--- config.mk ---
export PLATFORM = sky130hd
export DESIGN_NAME = lsu_mem_access
export DESIGN_NICKNAME = d
export VERILOG_FILES = /design/src/rtl/lsu_mem_access.sv
export SDC_FILE = /design/constraint.sdc
export NUM_CORES = 1
export LEC_CHECK = 0
export BUFFER_PORTS_ARGS = -buffer_cell sky130_fd_sc_hd__buf_2
export CORE_MARGIN = 3
export CORE_UTILIZATION = 40
export CTS_BUF_LIST = sky130_fd_sc_hd__clkbuf_2
export DETAILED_ROUTE_END_ITERATION = 10
export MAX_ROUTING_LAYER = met4
export PLACE_DENSITY = 0.8
export RECOVER_POWER = 100
export SYNTH_ARGS = -nofsm -noshare
export SYNTH_HDL_FRONTEND = slang
export SYNTH_SLANG_ARGS = --single-unit
--- constraint.sdc ---
create_clock -name clk -period 1.9 [get_ports clk]
set_clock_uncertainty 0.1 [all_clocks]
set_input_delay 0 -clock clk [delete_from_list [all_inputs] [get_ports clk]]
set_output_delay 0 -clock clk [all_outputs]
set_load 0.05 [all_outputs]
--- src/rtl/lsu_mem_access.sv ---
// LoongArch32 load/store unit: alignment check, single-outstanding dcache
// request, and sign/zero extension of returned load data for write-back.
module lsu_mem_access #(
  parameter bit ALE_CHECK = 1'b1
) (
  input  logic        clk,
  input  logic        rst_n,
  input  logic        flush,
  input  logic        req_valid,
  output logic        req_ready,
  input  logic [7:0]  req_aluop,
  input  logic [31:0] req_addr,
  input  logic [31:0] req_wdata,
  input  logic [4:0]  req_rd,
  input  logic [31:0] req_pc,
  output logic        dcache_req_valid,
  input  logic        dcache_req_ready,
  output logic [31:0] dcache_addr,
  output logic        dcache_we,
  output logic [3:0]  dcache_wstrb,
  output logic [31:0] dcache_wdata,
  input  logic        dcache_resp_valid,
  input  logic [31:0] dcache_rdata,
  output logic        wb_valid,
  output logic        wb_en,
  output logic [4:0]  wb_addr,
  output logic [31:0] wb_data,
  output logic        exc_valid,
  output logic [6:0]  exc_cause,
  output logic [31:0] exc_badv,
  output logic [31:0] exc_pc
);
  localparam logic [7:0] ALU_LDB  = 8'h30;
  localparam logic [7:0] ALU_LDH  = 8'h31;
  localparam logic [7:0] ALU_LDW  = 8'h32;
  localparam logic [7:0] ALU_LDBU = 8'h33;
  localparam logic [7:0] ALU_LDHU = 8'h34;
  localparam logic [7:0] ALU_STB  = 8'h38;
  localparam logic [7:0] ALU_STH  = 8'h39;
  localparam logic [7:0] ALU_STW  = 8'h3A;
  localparam logic [6:0] EXCEPTION_ALE = 7'h09;

  typedef enum logic [1:0] {IDLE, REQ, WAIT, DRAIN} state_t;

  function automatic logic is_load(input logic [7:0] op);
    return (op == ALU_LDB) || (op == ALU_LDH) || (op == ALU_LDW) ||
           (op == ALU_LDBU) || (op == ALU_LDHU);
  endfunction

  function automatic logic is_store(input logic [7:0] op);
    return (op == ALU_STB) || (op == ALU_STH) || (op == ALU_STW);
  endfunction

  function automatic logic is_half(input logic [7:0] op);
    return (op == ALU_LDH) || (op == ALU_LDHU) || (op == ALU_STH);
  endfunction

  function automatic logic is_word(input logic [7:0] op);
    return (op == ALU_LDW) || (op == ALU_STW);
  endfunction

  state_t      state_q, state_d;
  logic [7:0]  op_q, op_d;
  logic [31:0] addr_q, addr_d, wdata_q, wdata_d, pc_q, pc_d;
  logic [4:0]  rd_q, rd_d;
  logic        wb_valid_q, wb_valid_d, wb_en_q, wb_en_d;
  logic [4:0]  wb_addr_q, wb_addr_d;
  logic [31:0] wb_data_q, wb_data_d;
  logic        exc_valid_q, exc_valid_d;
  logic [6:0]  exc_cause_q, exc_cause_d;
  logic [31:0] exc_badv_q, exc_badv_d, exc_pc_q, exc_pc_d;

  logic [1:0]  off_q;
  logic [7:0]  ld_byte;
  logic [15:0] ld_half;
  logic [31:0] ld_data;
  logic        misaligned;

  assign off_q      = addr_q[1:0];
  assign misaligned = ALE_CHECK &&
                      ((is_half(req_aluop) && req_addr[0]) ||
                       (is_word(req_aluop) && (req_addr[1:0] != 2'b00)));

  always_comb begin
    ld_byte = dcache_rdata[{off_q, 3'b000} +: 8];
    ld_half = dcache_rdata[{off_q[1], 4'b0000} +: 16];
    case (op_q)
      ALU_LDB:  ld_data = {{24{ld_byte[7]}}, ld_byte};
      ALU_LDBU: ld_data = {24'h0, ld_byte};
      ALU_LDH:  ld_data = {{16{ld_half[15]}}, ld_half};
      ALU_LDHU: ld_data = {16'h0, ld_half};
      default:  ld_data = dcache_rdata;
    endcase
  end

  always_comb begin
    state_d     = state_q;
    op_d        = op_q;
    addr_d      = addr_q;
    wdata_d     = wdata_q;
    rd_d        = rd_q;
    pc_d        = pc_q;
    wb_valid_d  = 1'b0;
    wb_en_d     = 1'b0;
    wb_addr_d   = '0;
    wb_data_d   = '0;
    exc_valid_d = 1'b0;
    exc_cause_d = '0;
    exc_badv_d  = '0;
    exc_pc_d    = '0;
    case (state_q)
      IDLE: begin
        if (req_valid && !flush) begin
          op_d    = req_aluop;
          addr_d  = req_addr;
          wdata_d = req_wdata;
          rd_d    = req_rd;
          pc_d    = req_pc;
          if (misaligned) begin
            exc_valid_d = 1'b1;
            exc_cause_d = EXCEPTION_ALE;
            exc_badv_d  = req_addr;
            exc_pc_d    = req_pc;
          end else if (!is_load(req_aluop) && !is_store(req_aluop)) begin
            wb_valid_d = 1'b1;
            wb_addr_d  = req_rd;
          end else begin
            state_d = REQ;
          end
        end
      end
      REQ: begin
        // Once the handshake fires the access is committed even under flush;
        // a flushed load still has to swallow its response in DRAIN.
        if (dcache_req_ready) begin
          if (is_store(op_q)) begin
            state_d    = IDLE;
            wb_valid_d = !flush;
            wb_addr_d  = rd_q;
          end else begin
            state_d = flush ? DRAIN : WAIT;
          end
        end else if (flush) begin
          state_d = IDLE;
        end
      end
      WAIT: begin
        if (dcache_resp_valid) begin
          state_d = IDLE;
          if (!flush) begin
            wb_valid_d = 1'b1;
            wb_en_d    = (rd_q != 5'd0);
            wb_addr_d  = rd_q;
            wb_data_d  = ld_data;
          end
        end else if (flush) begin
          state_d = DRAIN;
        end
      end
      DRAIN: begin
        if (dcache_resp_valid) state_d = IDLE;
      end
      default: state_d = IDLE;
    endcase
  end

  always_ff @(posedge clk or negedge rst_n) begin
    if (!rst_n) begin
      state_q     <= IDLE;
      op_q        <= '0;
      addr_q      <= '0;
      wdata_q     <= '0;
      rd_q        <= '0;
      pc_q        <= '0;
      wb_valid_q  <= 1'b0;
      wb_en_q     <= 1'b0;
      wb_addr_q   <= '0;
      wb_data_q   <= '0;
      exc_valid_q <= 1'b0;
      exc_cause_q <= '0;
      exc_badv_q  <= '0;
      exc_pc_q    <= '0;
    end else begin
      state_q     <= state_d;
      op_q        <= op_d;
      addr_q      <= addr_d;
      wdata_q     <= wdata_d;
      rd_q        <= rd_d;
      pc_q        <= pc_d;
      wb_valid_q  <= wb_valid_d;
      wb_en_q     <= wb_en_d;
      wb_addr_q   <= wb_addr_d;
      wb_data_q   <= wb_data_d;
      exc_valid_q <= exc_valid_d;
      exc_cause_q <= exc_cause_d;
      exc_badv_q  <= exc_badv_d;
      exc_pc_q    <= exc_pc_d;
    end
  end

  always_comb begin
    req_ready        = (state_q == IDLE);
    dcache_req_valid = (state_q == REQ);
    dcache_addr      = '0;
    dcache_we        = 1'b0;
    dcache_wstrb     = '0;
    dcache_wdata     = '0;
    if (state_q == REQ) begin
      dcache_addr = {addr_q[31:2], 2'b00};
      dcache_we   = is_store(op_q);
      case (op_q)
        ALU_STB: begin
          dcache_wstrb = 4'b0001 << off_q;
          dcache_wdata = {4{wdata_q[7:0]}};
        end
        ALU_STH: begin
          dcache_wstrb = 4'b0011 << off_q;
          dcache_wdata = {2{wdata_q[15:0]}};
        end
        ALU_STW: begin
          dcache_wstrb = 4'b1111;
          dcache_wdata = wdata_q;
        end
        default: ;
      endcase
    end
  end

  assign wb_valid  = wb_valid_q;
  assign wb_en     = wb_en_q;
  assign wb_addr   = wb_addr_q;
  assign wb_data   = wb_data_q;
  assign exc_valid = exc_valid_q;
  assign exc_cause = exc_cause_q;
  assign exc_badv  = exc_badv_q;
  assign exc_pc    = exc_pc_q;
endmodule

==> results.py, run 1 <==
metrics = {
    "synthesis": {
        "ys_seq_elements": 183,
        "netlist.area_leader.share_pct": 58.1,
        "synth-edff-count": 0,
        "synth-seq-area-share_pct": 58.1,
        "synthFlopType": "dfrtp_1",
        "synthArstFlopShare_pct": 100,
        "synthCells": 661,
        "synth.avg_cell_area_um2": 11.9,
        "yosys.area.top_type": "dfrtp_1",
        "synth_warnings": 0,
        "netlist_area_um2": 7880,
        "synth_area_leaders": "dfrtp_1, mux2_1, and2_1",
        "netlist-cell-type-count": 46,
    },
    "placed_design": {
        "placed_cell_area_um2": 10100,
        "dp.cells": 1231,
        "hpwl_mm": 16.8,
        "globalplace.congestion": 0.825,
        "portBuffers": 321,
    },
    "clock_tree": {
        "postCtsSetupBuffers": 7,
        "cts_buffer_depth": 2,
        "cts_num_sinks": 183,
        "htreeDepth": 4,
        "ctsHoldBuffers": 256,
        "cts_resized": 205,
        "cts_root_buffer": "clkbuf_2",
        "numCtsBuffers": 17,
    },
    "floorplanning": {
        "die_x_um": 146,
        "rows": 50,
        "ios": 329,
        "die_h_um": 146,
        "start_util_pct": 41.4,
    },
    "outcome": {
        "status": "stopped before the end",
        "haltStage": "4_1_cts",
        "error_line": "[ERROR RSZ-0060] Max buffer count reached.",
    },
}
-- cell usage after synthesis, types with 2 or more instances --
cell type  number
a32o_1          5
o221a_1         8
o21ai_0         5
o221ai_1        7
o21a_1         17
mux2_1         78
and3_1          3
and2_1        103
nand2b_1        7
o211a_1         7
inv_1           4
mux2i_1        15
nor2b_1        15
nand2_1        10
buf_4          10
buf_2          17
nand3_1         2
nor3_1          7
o21bai_1        2
clkbuf_1       23
o21ai_1         5
a21oi_1        48
dfrtp_1       183
nor2_1         58
-- stage by stage --
step | utilization (%) | setup slack, ns
3_5_place_dp | 53.1 | 0.0395
2_1_floorplan | - | -0.104
3_3_place_gp | 53.1 | 0.0702
-- cell families after synthesis --
kind of cell | count (synthesis) | synth area share (%)
buffers and inverters | 57 | 3.56
AOI/OAI and AO/OA | 113 | 10.1
muxes | 94 | 13.3
xor gates and xnor gates | 1 | 0.111
and+or+nand+nor | 212 | 14.7
DFF | 183 | 58.1
other | 1 | 0.0476
==> run 2: changes to the inputs <==
Settings changed: CORE_UTILIZATION 40 to 25, CTS_BUF_LIST sky130_fd_sc_hd__clkbuf_2 to unset, MAX_ROUTING_LAYER met4 to unset, PLACE_DENSITY 0.8 to unset, PLACE_DENSITY_LB_ADDON set to 0.15.
Clock period 1.9 ns to 2.5 ns, I/O delays scaled along.
==> run 2 against run 1 <==
The flow now finishes, with violations (max-capacitance violations, max-slew violations). Synthesized cell count unchanged. Area after synthesis did not move.
==> results.py, run 2 <==
metrics = {
    "critical_path": {
        "cp-end-kind": "output pin",
        "path_class": "flop to output pin",
        "r2r_end": "wdata_q[24]",
        "path_cells": "and4bb_1 > nand3_2 > or2_4 > inv_2 > and2_1 > clkbuf_2",
        "crit_fanout": 11,
        "r2r_cells": 4,
        "slowest_delay_ns": 0.39,
        "crit_arrival_ns": 2.18,
        "required_ns": 2.40,
        "rr_startpoint": "state_q[1]",
        "slowest_stage": "and4bb_1",
        "rrSetupSlack_ns": 0.24,
        "start_kind": "flop",
    },
    "synthesis": {
        "synth.avg_cell_area_um2": 11.9,
        "synth-seq-area-share_pct": 58.1,
        "synthCells": 661,
        "yosysMostFrequentCell": "dfrtp_1",
        "synth_area_leaders": "dfrtp_1, mux2_1, and2_1",
        "netlist-cell-type-count": 46,
        "synth-edff-count": 0,
        "synthArstFlopShare_pct": 100,
        "netlist.area_leader.share_pct": 58.1,
        "ys_seq_elements": 183,
        "yosys.area.top_type": "dfrtp_1",
        "synthFlopType": "dfrtp_1",
        "synth_warnings": 0,
        "netlist_area_um2": 7880,
        "synth_commonest_cells": "dfrtp_1, and2_1, mux2_1",
    },
    "route": {
        "vias_per_cell": 4.34,
        "postRouteAntennaNets": 0,
        "first_pass_iters": 4,
        "vias": 6625,
        "drc": 0,
        "wl_per_cell_um": 16.9,
        "first_iter_violations": 236,
        "totalWireLength_mm": 25.9,
    },
    "sta": {
        "relSlewSlack_pct": -11.1,
        "grt_setup_unrepaired": "no",
        "fmax_mhz": 439,
        "period_needed_ns": 2.28,
        "fin_tns_setup_ns": 0,
        "period_share_pct": 91.1,
        "finalSetupViolCount": 0,
        "holdWs_ns": 0.207,
        "final-hold-violation-count": 0,
        "tightest_slew_ns": 1.67,
        "slew_viol_final": 65,
    },
    "outcome": {
        "status": "finished, violations left",
        "violations": "max-capacitance violations, max-slew violations",
    },
    "floorplanning": {
        "die_x_um": 184,
        "die_h_um": 184,
        "dieArea_um2": 33700,
        "rows": 64,
        "core_area_um2": 30800,
        "start_util_pct": 25.6,
        "ios": 329,
    },
    "clock_tree": {
        "htreeDepth": 4,
        "clock_latency_ns": 0.43,
        "postCtsSetupBuffers": 0,
        "cts_buffer_depth": 2,
        "cts.clk_slew.worst_paths_ns": 0.07,
        "cts_num_sinks": 183,
        "cts_tree": "yes",
        "numCtsBuffers": 17,
        "cts_root_buffer": "clkbuf_16",
    },
    "final_layout": {
        "num-nets-final": 1265,
        "final_common_cell": "dfrtp_1",
        "instances_no_fill": 1528,
        "synthToLayoutAreaGrowth_pct": 50.5,
        "fillCellCount": 3079,
        "final_cell_mix": "dfrtp_1, buf_2, dlygate4sd3_1",
        "drive_gt1_share_pct": 23.2,
    },
    "pwr": {
        "combPwrFrac_pct": 38.1,
        "vdd_drop_max_mv": 0.538,
        "switching_share_pct": 40.1,
        "p_sw_mw": 4.52,
        "p_leak_nw": 5.59,
        "clock_power_share_pct": 25.3,
        "cellInternalPower_mw": 6.73,
        "power.density_nw_per_um2": 949,
        "pwr-share-seq_pct": 36.6,
    },
    "placed_design": {
        "dp.cells": 1349,
        "portBuffers": 321,
        "hpwl_mm": 18.2,
        "globalplace.congestion": 0.781,
    },
    "min_path": {
        "hold_path.startpoint": "req_pc[19]",
        "holdPathStages": 3,
        "hold-path-endpoint": "exc_pc[19]",
        "hp-class": "input pin to flop",
    },
    "global_routing": {
        "antenna_found_initial": 2,
        "grt.overflow.total": 0,
        "grt_max_degree": 67,
        "grt_pass1_vias": 7073,
        "grtUsageTotal_pct": 15.6,
        "grt_first_pass_wirelength_mm": 40.8,
    },
    "flow_run": {
        "max_cap_violations": 1,
    },
}
run 2: cell counts after synthesis:
Identical to the previous run, type by type.
run 2: worst max path at each step:
stage	from	endpoint	slack (ns)	cells past startpoint
global route	op_q[6]	dcache_wdata[5]	0.05	6
finish	op_q[6]	dcache_wdata[5]	0.22	6
CTS	state_q[0]	dcache_wdata[6]	0.03	6
floorplan	state_q[1]	addr_q[0]	0.08	6
global placement	addr_q[1]	wb_data[18]	0.46	6
detailed placement	addr_q[1]	wb_data[18]	0.46	6
run 2: routing by layer:
| layer | part of all wire (%) | routed length (um) | vias up | global-route usage, % |
|---|---|---|---|---|
| met1 | 45 | 11600 | 3210 | 20.4 |
| met4 | 0.78 | 203 | 4 | 3.69 |
| li1 | - | - | 3159 | - |
| met5 | 0.10 | 27 | - | 0 |
| met3 | 7.7 | 2000 | 14 | 5.96 |
| met2 | 47 | 12100 | 238 | 24.5 |
run 2: power groups by stage:
stage	clock [mW]	sequential, mW	combinational, mW
after floorplan	0	4.15	2.95
after global placement	0	4.17	4.20
after detailed placement	0	4.17	4.18
after CTS	2.97	4.12	4.38
after global routing	3.11	4.24	4.69
final	2.84	4.12	4.29
run 2: cells by family (layout without fill, tap and decap cells):
family / count (synthesis) / in the layout / share of synthesized area, %
AOI/OAI and AO/OA: 113 / 113 / 10.1
xor gates and xnor gates: 1 / 1 / 0.111
buffers and inverters: 57 / 521 / 3.56
DFF: 183 / 183 / 58.1
muxes: 94 / 94 / 13.3
other: 1 / 8 / 0.0476
and+or+nand+nor: 212 / 212 / 14.7
run 2: stage by stage:
step	total power, mW	area [um2]	worst slack [ns]	util [%]
2_1_floorplan	7.10	7910	0.0826	-
3_3_place_gp	8.37	9970	0.457	32.3
3_5_place_dp	8.35	9970	0.457	32.3
4_1_cts	11.5	12000	0.0266	39.1
5_1_grt	12.0	11900	0.0468	38.4
6_report	11.3	11900	0.224	38.5
run 2: critical path: cells and delay by family, from the launching register on:
kind                   cells  cell delay (ns)
buffers and inverters      2             0.39
flip-flops                 1             0.38
AND/OR/NAND/NOR            4             0.97
run 2: cell type report:
cell class | count | area, um2 | share of cell area (%)
diodes | 1 | 2.50 | 0.0211
clock buffers | 20 | 457 | 3.85
clock inverters | 12 | 154 | 1.30
inverters | 5 | 18.8 | 0.158
multi-input cells | 427 | 3070 | 25.9
flip-flops and latches | 183 | 4580 | 38.6
well taps | 396 | 495 | 4.18
repair buffers | 484 | 3080 | 26.0
run 2: timing repair:
item | 4_1_cts | 5_1_grt
hold endpoints to repair | 365 | 0
endpoints found under the setup margin | 0 | 16
hold buffers | 146 | 0
resized for setup | 0 | 4
Power figures use the tool's default switching activity.
==> run 3: changes to the inputs <==
Settings changed: CORE_UTILIZATION 25 to 26.
==> run 3 against run 2 <==
Critical endpoint unchanged. Die area decreased by 3.7%. Sequential power decreased by 1%. Clock-buffer cell count decreased by 2. Critical path type unchanged. Power decreased by 3.3%. Clock power decreased by 8.8%. Sequential cell count unchanged. Register-to-register slack got worse by 0.09 ns. The run still ends with max-capacitance violations, max-slew violations left. Combinational power decreased by 2%. Worst hold slack improved by 0.0016 ns.
==> results.py, run 3 (same netlist as run 2, synthesis figures left out) <==
metrics = {
    "placed_design": {
        "hpwl_mm": 16.9,
        "globalplace.congestion": 0.748,
        "portBuffers": 321,
    },
    "final_layout": {
        "drive_gt1_share_pct": 20.9,
        "final_common_cell": "dfrtp_1",
        "num-nets-final": 1275,
        "fillCellCount": 2982,
        "synthToLayoutAreaGrowth_pct": 50.1,
        "fin_util_pct": 39.8,
        "final_cell_mix": "dfrtp_1, dlygate4sd3_1, buf_2",
    },
    "outcome": {
        "violations": "max-capacitance violations, max-slew violations",
        "status": "finished, violations left",
    },
    "pwr": {
        "switching_share_pct": 40.9,
        "combPwrFrac_pct": 38.6,
        "vdd_drop_max_mv": 0.609,
        "cellInternalPower_mw": 6.44,
        "power.density_nw_per_um2": 920,
        "total_power_mw": 10.9,
        "pwr-share-seq_pct": 37.5,
        "clock_power_share_pct": 23.8,
        "p_sw_mw": 4.44,
        "p_leak_nw": 5.50,
    },
    "floorplanning": {
        "core_area_um2": 29700,
        "rows": 63,
        "dieArea_um2": 32400,
        "ios": 329,
        "start_util_pct": 26.5,
        "die_h_um": 180,
        "die_x_um": 180,
    },
    "clock_tree": {
        "htreeDepth": 4,
        "clock_latency_ns": 0.43,
        "cts_num_sinks": 183,
        "cts_root_buffer": "clkbuf_16",
        "cts_tree": "yes",
        "cts.clk_slew.worst_paths_ns": 0.07,
        "numCtsBuffers": 17,
        "cts_buffer_depth": 2,
        "postCtsSetupBuffers": 0,
    },
    "route": {
        "totalWireLength_mm": 24.8,
        "vias_per_cell": 4.31,
        "first_iter_violations": 249,
        "vias": 6605,
        "postRouteAntennaNets": 0,
        "first_pass_iters": 4,
        "wl_per_cell_um": 16.2,
        "drc": 0,
    },
    "critical_path": {
        "start_kind": "flop",
        "crit_family": "simple AND/OR/NAND/NOR gates",
        "required_ns": 2.40,
        "slowest_stage": "or2_2",
        "worst-path-buf-inv": 2,
        "startpoint": "op_q[7]",
        "path_class": "flop to output pin",
        "rr_startpoint": "addr_q[1]",
        "crit_arrival_ns": 2.25,
        "cp-end-kind": "output pin",
        "path_cells": "and4bb_2 > nand3_2 > or2_2 > inv_4 > and2_1 > clkbuf_2",
        "slowest_delay_ns": 0.42,
        "crit_fanout": 11,
    },
    "sta": {
        "finalSetupViolCount": 0,
        "grt_setup_unrepaired": "no",
        "fin_tns_setup_ns": 0,
        "period_needed_ns": 2.35,
        "final-hold-violation-count": 0,
        "slew_viol_final": 57,
        "relSlewSlack_pct": -0.915,
        "period_share_pct": 94.0,
        "tightest_slew_ns": 1.51,
        "fmax_mhz": 426,
    },
    "flow_run": {
        "max_cap_violations": 1,
    },
    "global_routing": {
        "grtUsageTotal_pct": 15.3,
        "grt_first_pass_wirelength_mm": 40.0,
        "antenna_found_initial": 5,
        "grt.overflow.total": 0,
        "grt_max_degree": 66,
        "grt_pass1_vias": 7178,
    },
    "min_path": {
        "hold_path.startpoint": "req_pc[26]",
        "hp-class": "input pin to flop",
    },
}
==> run 3: layout make-up <==
cell class / instances / area [um2] / share of cell area, %
Clock buffer: 18 / 429 / 3.63
Clock inverter: 13 / 114 / 0.963
Antenna cell: 4 / 10.0 / 0.0847
Sequential cell: 183 / 4580 / 38.7
Multi-Input combinational cell: 427 / 3060 / 25.9
Tap cell: 390 / 488 / 4.13
Inverter: 5 / 21.3 / 0.180
Timing Repair Buffer: 494 / 3120 / 26.4
==> run 3: repair_timing <==
action,in CTS,in global routing
endpoints found under the setup margin,0,17
resized for setup,0,6
endpoints found under the hold margin,365,0
hold buffers,155,0
==> run 3: metrics by stage <==
step / cell area [um2] / hold WS [ns] / instances / setup WS (ns)
after floorplan: 7910 / -0.396 / 667 / 0.0826
final: 11800 / 0.209 / 1534 / 0.150
after global placement: 9950 / -0.0771 / 1344 / 0.423
after detailed placement: 9950 / -0.0808 / 1344 / 0.415
after CTS: 12000 / 0.00183 / 1530 / 0.0109
after global routing: 11800 / 0.195 / 1534 / 0.0103
==> run 3: worst min-delay path: cells and delay by family <==
kind | cells | cell delay (ns)
AND/OR/NAND/NOR | 1 | 0.10
buffers and inverters | 2 | 0.61
==> run 3: metal layers <==
layer	routed length [um]	GRT usage, %	vias to the layer above
li1	-	-	3178
met1	10900	19.4	3175
met2	11700	24.8	230
met3	1980	5.65	20
met4	295	4.39	2
met5	13	0	-
==> run 3: power groups by stage <==
stage | Sequential, mW | Combinational (mW) | Clock [mW]
after floorplan | 4.15 | 2.95 | 0
after global placement | 4.12 | 4.16 | 0
after detailed placement | 4.13 | 4.15 | 0
after CTS | 4.08 | 4.36 | 2.72
after global routing | 4.18 | 4.60 | 2.83
final | 4.08 | 4.20 | 2.59
==> run 3: final timing paths <==
check / slack, ns / end / cells after the start
hold / removal: 0.21 / exc_pc[26] / 3
max in group asynchronous: 0.46 / addr_q[30] / 3
min in group asynchronous: 0.38 / wdata_q[30] / 2
setup / recovery: 0.15 / dcache_wdata[5] / 6
hold reg to reg: 0.38 / addr_q[29] / 1
setup reg to reg: 0.15 / wb_data[8] / 6
==> run 4: changes to the inputs <==
Settings changed: ABC_AREA set to 1.
==> run 4 against run 3 <==
Die area is 7.4% higher. Combinational power is 12% lower. Non-clock buffer count is 11 higher. Worst hold slack lost 0.15 ns. Clock power up 8.1%. Core utilization grew 0.20 points. Critical path type unchanged. Largest power group is now registers. Sequential power fell by 3%. The run now ends clean. Critical endpoint is now dcache_wdata[19]. Design area rose by 7.8%. Sequential cell count is the same. Synthesized cell count rose by 68%. First-iteration DRC count rose by 34%. Final cell count grew 33%.
==> results.py, run 4 <==
metrics = {
    "sta": {
        "tightest_slew_ns": 1.17,
        "final-hold-violation-count": 0,
        "relSlewSlack_pct": 22.0,
        "fin_ws_ns": 0.169,
        "finalSetupViolCount": 0,
        "period_needed_ns": 2.33,
        "period_share_pct": 93.2,
        "fmax_mhz": 429,
        "slew_viol_final": 0,
        "holdWs_ns": 0.0563,
        "fin_tns_setup_ns": 0,
    },
    "pwr": {
        "vdd_drop_max_mv": 0.608,
        "total_power_mw": 10.5,
        "p_leak_nw": 6.91,
        "power.density_nw_per_um2": 820,
    },
    "synthesis": {
        "netlist.area_leader.share_pct": 54.0,
        "yosysMostFrequentCell": "nand2_1",
        "synthCells": 1110,
        "synth-edff-count": 0,
        "synth_commonest_cells": "nand2_1, nor2_1, dfrtp_1, inv_1, o21ai_0",
        "synthFlopType": "dfrtp_1",
        "netlist_area_um2": 8480,
        "synthArstFlopShare_pct": 100,
        "synth.avg_cell_area_um2": 7.64,
        "synth-seq-area-share_pct": 54.0,
        "ys_seq_elements": 183,
        "synth_warnings": 0,
        "netlist-cell-type-count": 28,
        "yosys.area.top_type": "dfrtp_1",
        "synth_area_leaders": "dfrtp_1, nand2_1, nor2_1",
    },
    "floorplanning": {
        "core_area_um2": 31900,
        "rows": 65,
        "dieArea_um2": 34800,
        "ios": 329,
        "die_h_um": 187,
        "start_util_pct": 26.6,
        "die_x_um": 187,
    },
    "min_path": {
        "hold_path.startpoint": "req_valid",
        "hp-class": "input pin to flop",
    },
    "critical_path": {
        "crit_fanout": 9,
        "rrSetupSlack_ns": 0.17,
        "start_kind": "flop",
        "r2r_cells": 9,
        "r2r_end": "wb_data[9]",
        "slowest_stage": "dfrtp_1",
        "cp-end-kind": "output pin",
        "critical_path.endpoint": "dcache_wdata[19]",
        "crit_arrival_ns": 2.23,
        "path_class": "flop to output pin",
        "required_ns": 2.40,
        "slowest_delay_ns": 0.41,
        "startpoint": "op_q[2]",
        "path_cells": "nor2_1 > inv_1 > nor2_1 > nand2_2 > buf_4 > nor2_1 > buf_4 > nand2_1 > nand2_1 > buf_4",
        "rr_startpoint": "op_q[5]",
    },
    "placed_design": {
        "hpwl_mm": 21.0,
        "dp.cells": 1841,
        "pre_cts_ws_ns": 0.310,
        "globalplace.congestion": 0.830,
        "portBuffers": 321,
        "placed_cell_area_um2": 10600,
    },
    "final_layout": {
        "num-nets-final": 1736,
        "fin_area_um2": 12700,
        "drive_gt1_share_pct": 19.5,
        "final_common_cell": "nand2_1",
        "instances_no_fill": 2039,
        "fin_util_pct": 40.0,
        "final_cell_mix": "nand2_1, dfrtp_1, inv_1",
        "synthToLayoutAreaGrowth_pct": 50.3,
    },
    "clock_tree": {
        "clock_latency_ns": 0.45,
        "cts_buffer_depth": 2,
        "numCtsBuffers": 17,
        "cts_num_sinks": 183,
        "cts_root_buffer": "clkbuf_16",
        "htreeDepth": 4,
        "cts.clk_slew.worst_paths_ns": 0.07,
        "cts_tree": "yes",
    },
    "outcome": {
        "status": "finished clean",
    },
    "global_routing": {
        "grt_pass1_vias": 8886,
        "grtUsageTotal_pct": 17.3,
        "antenna_found_initial": 3,
        "grt_first_pass_wirelength_mm": 48.0,
        "grt_max_degree": 85,
        "grt.overflow.total": 0,
    },
    "route": {
        "totalWireLength_mm": 29.8,
        "drc": 0,
        "postRouteAntennaNets": 0,
        "vias_per_cell": 4.20,
        "first_iter_violations": 333,
        "vias": 8569,
        "wl_per_cell_um": 14.6,
        "first_pass_iters": 4,
    },
    "flow_run": {
        "max_cap_violations": 0,
    },
}
## run 4: layout make-up
cell class                 instances  area, um2
sequential                       183       4580
clock buffer                      19        453
clock inverter                    13        149
inverter                         185        702
multi-input combinational        695       3010
antenna                            2       5.00
tap                              435        544
timing repair inverter             2       15.0
fill                            3389      19100
timing repair buffer             505       3290
## run 4: worst min-delay path by stage
| stage | endpoint | depth (start not counted) |
|---|---|---|
| 3_5_place_dp | wb_data[23] | 1 |
| 6_report | wb_valid | 5 |
| 4_1_cts | wb_valid | 5 |
| 3_3_place_gp | wb_data[23] | 1 |
| 2_1_floorplan | addr_q[0] | 0 |
| 5_1_grt | wb_valid | 5 |
## run 4: kinds of logic after synthesis
family / share of synthesized area, %
AO/OA/AOI/OAI: 7.37
buffers and inverters: 11.5
other: 0.0442
AND/OR/NAND/NOR: 27.1
flip-flops: 54.0
## run 4: where the power goes
part           switching, mW  leakage (nW)  internal (mW)  total [mW]
combinational           2.65          4.19           1.05        3.70
clock                   1.39         0.297           1.41        2.80
sequential             0.360          2.43           3.60        3.96
total                   4.40          6.91           6.06        10.5
## run 4: critical path: cells and delay by family, from the launching register on
family / cells / cell delay, ns
buf+inv: 4 / 0.69
simple gates: 6 / 0.66
flops: 1 / 0.41
## run 4: repair_timing
| action | in CTS | in global routing |
|---|---|---|
| gates resized for setup | 10 | 30 |
| buffers inserted | 1 | 1 |
| gates cloned | 1 | 1 |
| setup endpoints to repair | 27 | 48 |
| pin swaps | 1 | 1 |
| hold buffers | 160 | 0 |
| endpoints found under the hold margin | 365 | 0 |
## run 4: layer usage
layer	track usage, %	up-vias	wire length, um
met5	0	-	20
met4	4.91	2	504
met3	5.90	30	2160
met2	28.8	284	14200
met1	21.4	3990	13000
li1	-	4263	-
